$ cat src/rtl/regs_wb_arbiter.sv
// Writeback arbiter for the register file's single write port (port 0 = ALU, port 1 = load)
// with a busy scoreboard of issued-but-unwritten destinations for decode RAW stalls.
module regs_wb_arbiter #(
    parameter int DATA_W = 32,
    parameter int ADDR_W = 5
) (
    input  logic              clk,
    input  logic              rst,
    input  logic [1:0]        wb_req,
    input  logic [ADDR_W-1:0] wb_addr0,
    input  logic [DATA_W-1:0] wb_data0,
    input  logic [ADDR_W-1:0] wb_addr1,
    input  logic [DATA_W-1:0] wb_data1,
    output logic [1:0]        wb_ack,
    input  logic              iss_valid,
    input  logic [ADDR_W-1:0] iss_addr,
    input  logic [ADDR_W-1:0] q_addr_a,
    input  logic [ADDR_W-1:0] q_addr_b,
    output logic              stall,
    output logic              L_S,
    output logic [ADDR_W-1:0] Wt_addr,
    output logic [DATA_W-1:0] Wt_data
);
    localparam int NREG = 2 ** ADDR_W;

    logic              last;       // port granted most recently; 1 gives port 0 the next tie
    logic [NREG-1:0]   busy;
    logic [NREG-1:0]   busy_next;
    logic              granted;
    logic [ADDR_W-1:0] g_addr;
    logic [DATA_W-1:0] g_data;

    // NOTE: every signal written here gets a default first, so no path can infer a latch.
    always_comb begin
        wb_ack = 2'b00;
        if (!rst) begin
            case (wb_req)
                2'b01:   wb_ack = 2'b01;
                2'b10:   wb_ack = 2'b10;
                2'b11:   wb_ack = last ? 2'b01 : 2'b10;
                default: wb_ack = 2'b00;
            endcase
        end
    end

    always_comb begin
        granted = |wb_ack;
        g_addr  = wb_ack[1] ? wb_addr1 : wb_addr0;
        g_data  = wb_ack[1] ? wb_data1 : wb_data0;
    end

    // Clear on writeback first, then set on issue, so a same-cycle re-issue stays busy.
    always_comb begin
        busy_next = busy;
        if (granted && g_addr != '0)
            busy_next[g_addr] = 1'b0;
        if (iss_valid && iss_addr != '0)
            busy_next[iss_addr] = 1'b1;
        busy_next[0] = 1'b0;
    end

    assign stall = busy[q_addr_a] | busy[q_addr_b];

    // NOTE: state uses non-blocking assignments so every flop samples pre-edge values.
    always_ff @(posedge clk) begin
        if (rst) begin
            L_S     <= 1'b0;
            Wt_addr <= '0;
            Wt_data <= '0;
            busy    <= '0;
            last    <= 1'b1;
        end else begin
            busy <= busy_next;
            if (granted) begin
                last    <= wb_ack[1];
                L_S     <= (g_addr != '0);
                Wt_addr <= g_addr;
                Wt_data <= g_data;
            end else begin
                L_S <= 1'b0;
            end
        end
    end

endmodule

$ cat config.mk
export PLATFORM = sky130hd
export DESIGN_NAME = regs_wb_arbiter
export DESIGN_NICKNAME = d
export VERILOG_FILES = /design/src/rtl/regs_wb_arbiter.sv
export SDC_FILE = /design/constraint.sdc
export NUM_CORES = 1
export LEC_CHECK = 0
export BUFFER_PORTS_ARGS = -buffer_cell sky130_fd_sc_hd__buf_4
export CAP_MARGIN = 40
export CORE_MARGIN = 2
export CORE_UTILIZATION = 45
export DETAILED_ROUTE_END_ITERATION = 12
export PLACE_DENSITY = 0.74
export SLEW_MARGIN = 15
export SYNTH_ARGS = -nofsm -noshare
export SYNTH_HDL_FRONTEND = slang
export SYNTH_SLANG_ARGS = --single-unit
$ cat constraint.sdc
create_clock -name clk -period 2.1 [get_ports clk]
set_input_delay 0.42 -clock clk [delete_from_list [all_inputs] [get_ports clk]]
set_output_delay 0.42 -clock clk [all_outputs]
set_load 0.02 [all_outputs]
==> results.txt <==
Area fraction of the dominant cell type after synthesis: 0.365
Placed cell area: 0.00510 sq mm
H-tree depth: 3
Num Clock Sinks: 70
Status: complete, but fails checks
Reg2reg start: last
Register area: 0.00140 sq mm
GRT overflow: 0
Crit path required time: 1.68 ns
Filler cells: 716
Combinational share of power: 0.228
Switching Power: 915 uW
End of the critical path: stall
Number of synthesized flops with an enable pin: 0
Worst Hold Class: in -> reg
Switching share of power: 0.280
Setup violations, final: 1
Antenna Cells: 0
R2r endpoint: busy[16]
Pint: 2360 uW
Max VDD drop: 394 uV
Maxcap violations: 0
Row count: 33
Fin. Hold Viols: 0
Critical path depth: 6
Setup crit end kind: output pin
R2r setup slk: 0.10 ns
Syn Nets: 518
RSZ-0062 raised after global routing: yes
CTS tree: built
Max Root-Sink Buffers: 2
I/O Buffers: 134
Final Max Slew Viols: 0
Sequential area share after synthesis: 0.365
Critical Path, Cell by Cell: mux4_2 -> nor3b_1 -> a31o_1 -> a2111oi_2 -> nand4_1 -> buf_4
Io pins: 135
Synth area leaders: dfxtp_1, mux2i_1, a211oi_1, mux4_2, nor2_1
Fraction of layout cells with a size suffix above 1: 0.362
Syn Area/Cell: 9.05 sq um
Synth warn: 0
Vias in the first global route: 3771
Post-Layout Cell Count: 682
Cell taking the most area after synthesis: dfxtp_1
Via total after detailed routing: 3906
Power Density: 616 mW/mm^2
Setup TNS: -0.365 ns
Final Skew: 0.0129 ns
Total track usage: 0.249
Starting Density: 0.465
Detail Route Antenna Nets: 0
Starting DRT DRC Count: 296
Sequential share of power: 0.438
Clk slew on worst S/H paths: 0.08 ns
Largest net degree at the start of global routing: 54
Die height: 96.4 microns
Synthesized instance count: 424
Crit Path Category: reg -> out
Via/cell ratio: 5.73
Max incr delay on CP: 0.44 ns
Total power: 3270 uW
Root Buffer: clkbuf_8
Count of cell types in the netlist: 47
Leak: 0.00216 uW
Initial antenna violation count: 0
Synth Flop Type: dfxtp_1
Tmin final: 2.46 ns
Max Clock Freq: 0.406 GHz
Layout area overhead: 38.4%
Post-route DRC: 0
GPL Wtd Cong: 0.845
Post-Syn Area: 0.00384 sq mm
Failing checks: negative setup slack
Clock buffer count from CTS: 9
Delay-heaviest family, CP: compound AO/OA/AOI/OAI gates
Hold path depth: 2
Final instance area: 0.00531 sq mm
Initial DRT Pass Iterations: 4
Clock Latency Late Sink: 0.33 ns
Die ar.: 0.00929 sq mm
DRT Wirelength: 11500 microns
Crit path buffers/inverters: 1
WHS: 0.306 ns
First-pass GRT wire length: 17900 microns
Overall die width: 96.4 microns
Worst Setup SP: busy[22]
Ys async rst share: 0
Placeable Area: 0.00826 sq mm
Worst Max-Slew Pin Slew: 0.910 ns
Multi-input logic area: 0.00224 sq mm
Worst hold start: wb_req[0]
CP startpoint kind: flip-flop
Inst Count DP: 666
Final period utilization: 1.17
Final Worst Setup Slack: -0.365 ns
Reg2Reg Depth: 6
DR WL/cell: 16.9 microns
Nets@finish: 667
DP HPWL: 8840 microns
Seq cells post-synth: 70
Worst Path Arrival: 2.04 ns
Slew HR: 0.391
Clock network fraction of design power: 0.335
Critical Path Fanout Max: 2
CP max-delay cell: mux4_2
through the flow:
stage / worst slack [ns] / util
floorplan: -0.100 / -
global placement: -0.194 / 0.618
detailed placement: -0.253 / 0.618
CTS: -0.369 / 0.643
global route: -0.462 / 0.643
finish: -0.365 / 0.643
layout make-up:
type | instances | area share
clock buffers | 12 | 0.0292
clock inverters | 3 | 0.00824
inverters | 4 | 0.00283
multi-input cells | 317 | 0.422
flip-flops and latches | 70 | 0.264
well taps | 105 | 0.0247
repair buffers | 171 | 0.249
synth_stat cells, types with 4 or more instances:
cell and n:
nand2b_1 8, a211oi_1 35, a311oi_1 4, nor2_1 54
nor3_1 4, dfxtp_1 70, mux4_2 9, nand2_1 42
inv_1 4, clkbuf_1 17, nand4_1 4, mux2i_1 42
buf_6 6, buf_2 4, a21oi_1 39, o31ai_1 24
o41ai_1 6, o21ai_0 6
cell usage in the layout, fill, tap and decap left out, types with 4 or more instances in the layout:
master,count
buf_4,168
dfxtp_1,68
nor2_1,53
nand2_1,42
mux2i_1,42
a21oi_1,39
a211oi_1,35
o31ai_1,24
clkbuf_8,11
mux4_2,10
nand2b_1,8
o21ai_0,6
o41ai_1,6
inv_1,4
nor3_1,4
nand4_1,4
a311oi_1,4
power by group through the flow:
stage	logic [uW]	registers, uW	clock network (uW)
global route	804	1440	1190
CTS	746	1430	1120
finish	746	1430	1100
global placement	729	1460	0
detailed placement	744	1460	0
floorplan	321	1530	0
logic make-up after synthesis:
family,count (synthesis),synth area share
compound gates,127,0.224
buf+inv,37,0.0538
simple gates,132,0.162
flops,70,0.365
mux,58,0.195
how the worst min path moves through the flow:
stage	endpoint	slack, ns
3_3_place_gp	busy[6]	0.47
2_1_floorplan	busy[28]	0.45
5_1_grt	last	0.35
4_1_cts	last	0.30
3_5_place_dp	busy[6]	0.48
6_report	last	0.31
layer usage:
layer	GRT usage	routed length, microns	up-vias
met1	0.318	4560	1827
met4	0.0915	164	0
li1	-	-	1888
met3	0.0619	994	18
met5	0	0	-
met2	0.406	5780	173
state kept, by name (all words and copies together) (netlist names):
name,cells
L_S,1
Wt_addr,5
Wt_data,32
busy,31
last,1
timing repair:
action | CTS | global route
resized for setup | 2 | 0
endpoints found under the setup margin | 1 | 1
buffers inserted | 1 | 0
pin swaps | 2 | 1
hold buffers | 0 | 0
Power figures use the tool's default switching activity.
